$ cat config.mk
export PLATFORM = sky130hd
export DESIGN_NAME = axi4_stream_pkt_fifo
export DESIGN_NICKNAME = d
export VERILOG_FILES = /design/src/rtl/axi4_stream_pkt_fifo.sv
export SDC_FILE = /design/constraint.sdc
export NUM_CORES = 1
export LEC_CHECK = 0
export BUFFER_PORTS_ARGS = -buffer_cell sky130_fd_sc_hd__buf_2
export CAP_MARGIN = 30
export CORE_ASPECT_RATIO = 1.25
export CORE_UTILIZATION = 30
export CTS_CLUSTER_DIAMETER = 60
export DETAILED_ROUTE_END_ITERATION = 8
export PLACE_DENSITY = 0.5
export SKIP_LAST_GASP = 1
export SLEW_MARGIN = 20
export SYNTH_ARGS = -nofsm -noshare
export SYNTH_HDL_FRONTEND = slang
export SYNTH_SLANG_ARGS = --single-unit
$ cat constraint.sdc
create_clock -name clk_i -period 7.1 [get_ports clk_i]
set_input_delay 0 -clock clk_i [delete_from_list [all_inputs] [get_ports clk_i]]
set_output_delay 0 -clock clk_i [all_outputs]
set_load 0.005 [all_outputs]
$ cat src/rtl/axi4_stream_pkt_fifo.sv
// Single-clock AXI4-Stream FIFO with packet commit/rewind pointers.
// MODE=0 is cut-through with backpressure; MODE=1 is store-and-forward with drops.
module axi4_stream_pkt_fifo #(
  parameter int unsigned TDATA_WIDTH = 32,
  parameter int unsigned TUSER_WIDTH = 1,
  parameter int unsigned TDEST_WIDTH = 1,
  parameter int unsigned TID_WIDTH   = 1,
  parameter int unsigned ADDR_WIDTH  = 3,
  parameter int unsigned MODE        = 1,
  parameter int unsigned DROP_ON_ERR = 1,
  parameter int unsigned ERR_BIT     = 0,
  parameter int unsigned AFULL_LVL   = (2 ** ADDR_WIDTH) - 2
) (
  input  logic                     clk_i,
  input  logic                     rst_i,
  // input stream
  input  logic [TDATA_WIDTH-1:0]   pkt_i_tdata,
  input  logic [TDATA_WIDTH/8-1:0] pkt_i_tstrb,
  input  logic [TDATA_WIDTH/8-1:0] pkt_i_tkeep,
  input  logic                     pkt_i_tlast,
  input  logic [TUSER_WIDTH-1:0]   pkt_i_tuser,
  input  logic [TDEST_WIDTH-1:0]   pkt_i_tdest,
  input  logic [TID_WIDTH-1:0]     pkt_i_tid,
  input  logic                     pkt_i_tvalid,
  output logic                     pkt_i_tready,
  // output stream
  output logic [TDATA_WIDTH-1:0]   pkt_o_tdata,
  output logic [TDATA_WIDTH/8-1:0] pkt_o_tstrb,
  output logic [TDATA_WIDTH/8-1:0] pkt_o_tkeep,
  output logic                     pkt_o_tlast,
  output logic [TUSER_WIDTH-1:0]   pkt_o_tuser,
  output logic [TDEST_WIDTH-1:0]   pkt_o_tdest,
  output logic [TID_WIDTH-1:0]     pkt_o_tid,
  output logic                     pkt_o_tvalid,
  input  logic                     pkt_o_tready,
  // status
  output logic                     full_o,
  output logic                     almost_full_o,
  output logic                     empty_o,
  output logic                     drop_o,
  output logic [ADDR_WIDTH:0]      used_words_o,
  output logic [ADDR_WIDTH:0]      pkts_amount_o,
  output logic [15:0]              drop_cnt_o
);

  localparam int unsigned Depth = 2 ** ADDR_WIDTH;
  localparam int unsigned StrbW = TDATA_WIDTH / 8;
  localparam int unsigned PtrW  = ADDR_WIDTH + 1;
  localparam int unsigned WordW = TDATA_WIDTH + 2 * StrbW + 1 + TUSER_WIDTH + TDEST_WIDTH
                                  + TID_WIDTH;
  localparam logic [PtrW-1:0] PtrOne = PtrW'(1);

  typedef enum logic [0:0] {StWr, StDrop} state_e;

  logic [WordW-1:0] mem_q [Depth];
  logic [WordW-1:0] wdata;
  logic [WordW-1:0] rdata_q;

  state_e          state_q, state_d;
  logic [PtrW-1:0] wr_ptr_q, wr_ptr_d;
  logic [PtrW-1:0] commit_ptr_q, commit_ptr_d;
  logic [PtrW-1:0] rd_ptr_q, rd_ptr_d;
  logic [PtrW-1:0] pkts_q, pkts_d;
  logic            out_valid_q, out_valid_d;
  logic            drop_q, drop_d;
  logic [15:0]     drop_cnt_q, drop_cnt_d;

  logic [PtrW-1:0] used;
  logic            full;
  logic            accept;
  logic            wr_en;
  logic            commit;
  logic            drop_pkt;
  logic            err_flag;
  logic            fetch;
  logic            out_hs;
  logic            pkt_done;

  assign used     = wr_ptr_q - rd_ptr_q;
  assign full     = (used == PtrW'(Depth));
  assign accept   = pkt_i_tvalid && pkt_i_tready;
  assign err_flag = (DROP_ON_ERR != 0) && pkt_i_tuser[ERR_BIT];
  assign wdata    = {pkt_i_tuser, pkt_i_tdest, pkt_i_tid, pkt_i_tlast, pkt_i_tkeep, pkt_i_tstrb,
                     pkt_i_tdata};

  assign pkt_i_tready = (MODE == 0) ? !full : 1'b1;

  // Fetch only committed words, so a rewind can never reclaim a word already read.
  assign out_hs   = out_valid_q && pkt_o_tready;
  assign fetch    = (commit_ptr_q != rd_ptr_q) && (!out_valid_q || pkt_o_tready);
  assign pkt_done = out_hs && pkt_o_tlast;

  always_comb begin
    state_d      = state_q;
    wr_ptr_d     = wr_ptr_q;
    commit_ptr_d = commit_ptr_q;
    drop_cnt_d   = drop_cnt_q;
    drop_d       = 1'b0;
    wr_en        = 1'b0;
    commit       = 1'b0;
    drop_pkt     = 1'b0;

    if (accept) begin
      if (MODE == 0) begin
        if (!full) begin
          wr_en        = 1'b1;
          wr_ptr_d     = wr_ptr_q + PtrOne;
          commit_ptr_d = wr_ptr_q + PtrOne;
          commit       = pkt_i_tlast;
        end
      end else begin
        unique case (state_q)
          StWr: begin
            if (full) begin
              wr_ptr_d = commit_ptr_q;
              if (pkt_i_tlast) begin
                drop_pkt = 1'b1;
              end else begin
                state_d = StDrop;
              end
            end else if (pkt_i_tlast) begin
              wr_en = 1'b1;
              if (err_flag) begin
                wr_ptr_d = commit_ptr_q;
                drop_pkt = 1'b1;
              end else begin
                wr_ptr_d     = wr_ptr_q + PtrOne;
                commit_ptr_d = wr_ptr_q + PtrOne;
                commit       = 1'b1;
              end
            end else begin
              wr_en = 1'b1;
              // A non-last word landing in the final slot means the packet cannot fit.
              if (used == PtrW'(Depth - 1)) begin
                wr_ptr_d = commit_ptr_q;
                state_d  = StDrop;
              end else begin
                wr_ptr_d = wr_ptr_q + PtrOne;
              end
            end
          end
          StDrop: begin
            if (pkt_i_tlast) begin
              drop_pkt = 1'b1;
              state_d  = StWr;
            end
          end
          default: state_d = StWr;
        endcase
      end
    end

    if (drop_pkt) begin
      drop_d = 1'b1;
      if (drop_cnt_q != 16'hFFFF) begin
        drop_cnt_d = drop_cnt_q + 16'd1;
      end
    end
  end

  always_comb begin
    rd_ptr_d    = fetch ? rd_ptr_q + PtrOne : rd_ptr_q;
    out_valid_d = out_valid_q;
    if (fetch) begin
      out_valid_d = 1'b1;
    end else if (out_hs) begin
      out_valid_d = 1'b0;
    end

    pkts_d = pkts_q;
    if (commit && !pkt_done) begin
      pkts_d = pkts_q + PtrOne;
    end else if (!commit && pkt_done) begin
      pkts_d = pkts_q - PtrOne;
    end
  end

  always_ff @(posedge clk_i or posedge rst_i) begin
    if (rst_i) begin
      state_q      <= StWr;
      wr_ptr_q     <= '0;
      commit_ptr_q <= '0;
      rd_ptr_q     <= '0;
      pkts_q       <= '0;
      out_valid_q  <= 1'b0;
      drop_q       <= 1'b0;
      drop_cnt_q   <= '0;
    end else begin
      state_q      <= state_d;
      wr_ptr_q     <= wr_ptr_d;
      commit_ptr_q <= commit_ptr_d;
      rd_ptr_q     <= rd_ptr_d;
      pkts_q       <= pkts_d;
      out_valid_q  <= out_valid_d;
      drop_q       <= drop_d;
      drop_cnt_q   <= drop_cnt_d;
    end
  end

  // Storage and its read register carry no reset; the read register doubles as output stage.
  always_ff @(posedge clk_i) begin
    if (wr_en) begin
      mem_q[wr_ptr_q[ADDR_WIDTH-1:0]] <= wdata;
    end
    if (fetch) begin
      rdata_q <= mem_q[rd_ptr_q[ADDR_WIDTH-1:0]];
    end
  end

  assign {pkt_o_tuser, pkt_o_tdest, pkt_o_tid, pkt_o_tlast, pkt_o_tkeep, pkt_o_tstrb,
          pkt_o_tdata} = rdata_q;

  assign pkt_o_tvalid  = out_valid_q;
  assign empty_o       = !out_valid_q;
  assign full_o        = full;
  assign almost_full_o = (used >= PtrW'(AFULL_LVL));
  assign used_words_o  = used;
  assign pkts_amount_o = pkts_q;
  assign drop_o        = drop_q;
  assign drop_cnt_o    = drop_cnt_q;

endmodule

==> flow_metrics.env <==
export IMPL_status="finished, final reports clean"
export IMPL_tritoncts="built"
export IMPL_netSwitchingPower_uw=2499
export IMPL_post_route_cell_area_um2=20130
export IMPL_seq_area_frac_synth=0.7688
export IMPL_gp_congestion=0.7591
export IMPL_syn_num_nets=915
export IMPL_cp_data_required_time_ps=7530
export IMPL_relSlewSlack=0.4693
export IMPL_comb_power_share=0.275
export IMPL_dieArea_um2=56300
export IMPL_hold_viol=0
export IMPL_drc_errors=0
export IMPL_vdd_drop_max_v=0.0001821
export IMPL_ys_ff_latch=431
export IMPL_timing_rr_end="pkts_amount_o[3]$_DFFE_PP0P_"
export IMPL_grt_pass1_vias=8658
export IMPL_internal_power_uw=5764
export IMPL_swShare=0.3024
export IMPL_path_buf_inv=4
export IMPL_fin_ws_ps=2764
export IMPL_dpl_cell_area_um2=18180
export IMPL_place_ws_ps=2685
export IMPL_die_w_um=212.4
export IMPL_final_cell_mix="edfxtp_1, nand2_1, buf_2, mux4_2, dlygate4sd3_1"
export IMPL_vias=8237
export IMPL_yosys_most_used_dff="edfxtp_1"
export IMPL_track_usage=0.1251
export IMPL_syn_area_um2=16610
export IMPL_crit_type="reg2reg"
export IMPL_yosysWarnings=0
export IMPL_io_pins=122
export IMPL_numCtsBuffers=45
export IMPL_cpPeakStageDelay_ps=540
export IMPL_drt_pass1_iterations=4
export IMPL_path_cells="buf_4, inv_2, buf_4, ha_1, a21oi_1, a21oi_2, o21ai_4, nand2_4, nor3_4, ha_1, inv_1, ha_1, a21o_1, a21oi_1, xnor2_1, nor2_1, xor2_1"
export IMPL_grt_first_pass_wirelength_um=53110
export IMPL_final_antenna_net_count=0
export IMPL_root_buffer="clkbuf_16"
export IMPL_cts_sinks=431
export IMPL_drv_cap=0
export IMPL_cts_resized=0
export IMPL_rsz0062_at_grt="no"
export IMPL_p_seq_frac=0.441
export IMPL_wl_per_cell_um=19.20
export IMPL_grt_max_degree=50
export IMPL_start_util=0.3032
export IMPL_path_delay_family="compound AO/OA/AOI/OAI gates"
export IMPL_synth_edf_count=396
export IMPL_avgSynthCellArea_um2=19.40
export IMPL_critPathSlowestCell="buf_4"
export IMPL_core_um2=54770
export IMPL_fin_tns_setup_ps=0
export IMPL_clock_latency_ps=550
export IMPL_setup_viol=0
export IMPL_syn2layout_area_growth_pct=21.24
export IMPL_min_period_ps=4336
export IMPL_r2r_start="rd_ptr_q[2]$_DFFE_PP0P_"
export IMPL_arrival_ps=4760
export IMPL_die_y_um=265.0
export IMPL_start_kind="flop"
export IMPL_final_common_cell="edfxtp_1"
export IMPL_timing_critical_path_mode_cell="ha_1"
export IMPL_hold_ws_ps=111.1
export IMPL_slew_viol_final=0
export IMPL_diodes=0
export IMPL_avgViaCountPerCell=4.528
export IMPL_first_iter_violations=580
export IMPL_clk_pin_slew_ps=60
export IMPL_place_hpwl_um=19490
export IMPL_p_leak_uw=0.006980
export IMPL_pwr_density_cell_nw_per_um2=410.4
export IMPL_clock_path_buffers=3
export IMPL_nets=1110
export IMPL_overflow=0
export IMPL_fmax_mhz=230.6
export IMPL_period_share=0.6107
export IMPL_dp_cells=1691
export IMPL_std_cell_rows=96
export IMPL_rr_worst_depth=17
export IMPL_wl_um=34920
export IMPL_syn_inst=856
export IMPL_synthArstFlopShare=0.08121
export IMPL_hold_path_class="in2async"
export IMPL_antenna_found_initial=3
export IMPL_cp_end_kind="flop"
export IMPL_post_synth_num_cell_types=51
export IMPL_regToRegSetupSlack_ps=2760
export IMPL_worstMarginPinSlew_ps=796.0
export IMPL_io_buffers=120
export IMPL_power_frac_clock=0.285
export IMPL_fin_skew_ps=23.13
export IMPL_worstPathMaxFanout=48
export IMPL_stdcell_count=1819
export IMPL_drive_gt1_frac=0.2915
export IMPL_htreeDepth=2
## area by class of cell
type                    instances  area (µm²)
fillers                      5137       34640
clock inverters                26       271.5
clock buffers                  54        1202
multi-input cells             376        3701
flip-flops and latches        431       12780
well taps                     735       919.6
inverters                      13       48.80
repair buffers                184        1214
## cells by family after synthesis
kind of cell / after synthesis / synth area share
AND/OR/NAND/NOR: 206 / 0.05523
AO/OA/AOI/OAI: 34 / 0.01477
adder cells (fa/ha/maj): 11 / 0.009193
XOR/XNOR: 28 / 0.01477
multiplexers: 96 / 0.1247
other: 1 / 0.0002258
flip-flops: 431 / 0.7688
buffers and inverters: 49 / 0.01228
## power groups by stage
stage / sequential (µW) / clock, µW / combinational [µW]
after floorplan: 3600 / 0 / 1580
after global placement: 3690 / 0 / 2320
after detailed placement: 3710 / 0 / 2330
after CTS: 3660 / 2430 / 2360
after global routing: 3700 / 2510 / 2540
final: 3640 / 2350 / 2270
## worst min-delay path, stage by stage
cell	delay, ps
dlygate4sd3_1	530
buf_2	120
inv_1	40
buf_4	410
## cells in the mapped netlist, types with 2 or more instances
cell type	instances	area, µm²
a21o_1	2	15.01
inv_1	12	45.04
dfrtp_1	35	875.8
nor2b_1	2	12.51
nand3_1	12	60.06
mux2_2	4	45.04
buf_2	10	50.05
mux2_1	3	33.78
nand3b_1	3	22.52
o311ai_1	2	17.52
a21oi_2	2	17.52
buf_4	2	15.01
fa_1	2	40.04
mux4_2	88	1982
a21oi_1	9	45.04
nor2_1	6	22.52
clkbuf_1	18	67.56
xnor2_1	17	148.9
and3_1	3	18.77
nand4_1	9	56.30
nand2b_1	3	18.77
nor3_1	4	20.02
xor2_1	11	96.34
nor4_1	5	31.28
edfxtp_1	396	11890
ha_1	9	112.6
buf_1	6	22.52
a31oi_1	2	12.51
nand2_1	150	563.0
o21ai_0	8	40.04
## worst max path at each step
stage	endpoint	slack [ps]	cells after the start	startpoint
finish	pkts_amount_o[3]$_DFFE_PP0P_	2760	17	rd_ptr_q[2]$_DFFE_PP0P_
global route	pkts_amount_o[3]$_DFFE_PP0P_	2490	17	rd_ptr_q[2]$_DFFE_PP0P_
CTS	pkts_amount_o[3]$_DFFE_PP0P_	2690	17	rd_ptr_q[2]$_DFFE_PP0P_
detailed placement	pkts_amount_o[3]$_DFFE_PP0P_	2690	17	rd_ptr_q[2]$_DFFE_PP0P_
global placement	pkts_amount_o[3]$_DFFE_PP0P_	2720	17	rd_ptr_q[2]$_DFFE_PP0P_
floorplan	mem_q[0][0]$_DFFE_PP_	150	9	rd_ptr_q[1]$_DFFE_PP0P_
## state kept, by name (all words and copies together) (netlist names)
name	cells
state_q	1
pkt_o_tvalid	1
wr_ptr_q	4
commit_ptr_q	4
rdata_q	44
drop_o	1
drop_cnt_o	16
rd_ptr_q	4
pkts_amount_o	4
mem_q	352
## routing by layer
layer  part of all wire  track usage  vias up
li1                   -            -     3744
met1               0.41       0.1541     4270
met2               0.51       0.2195      162
met3              0.052      0.02479       55
met4              0.021      0.03869        6
met5             0.0012            0        -
## metrics by stage
stage / utilization / power [µW]
finish: 0.3676 / 8263
global route: 0.3676 / 8750
CTS: 0.3676 / 8453
detailed placement: 0.3319 / 6034
global placement: 0.3315 / 6013
floorplan: - / 5174
## timing repair
item,CTS,global route
hold buffers,48,0
hold endpoints to repair,396,0
buffers inserted,0,0
Note: power is estimated with default switching activity, not from simulation.
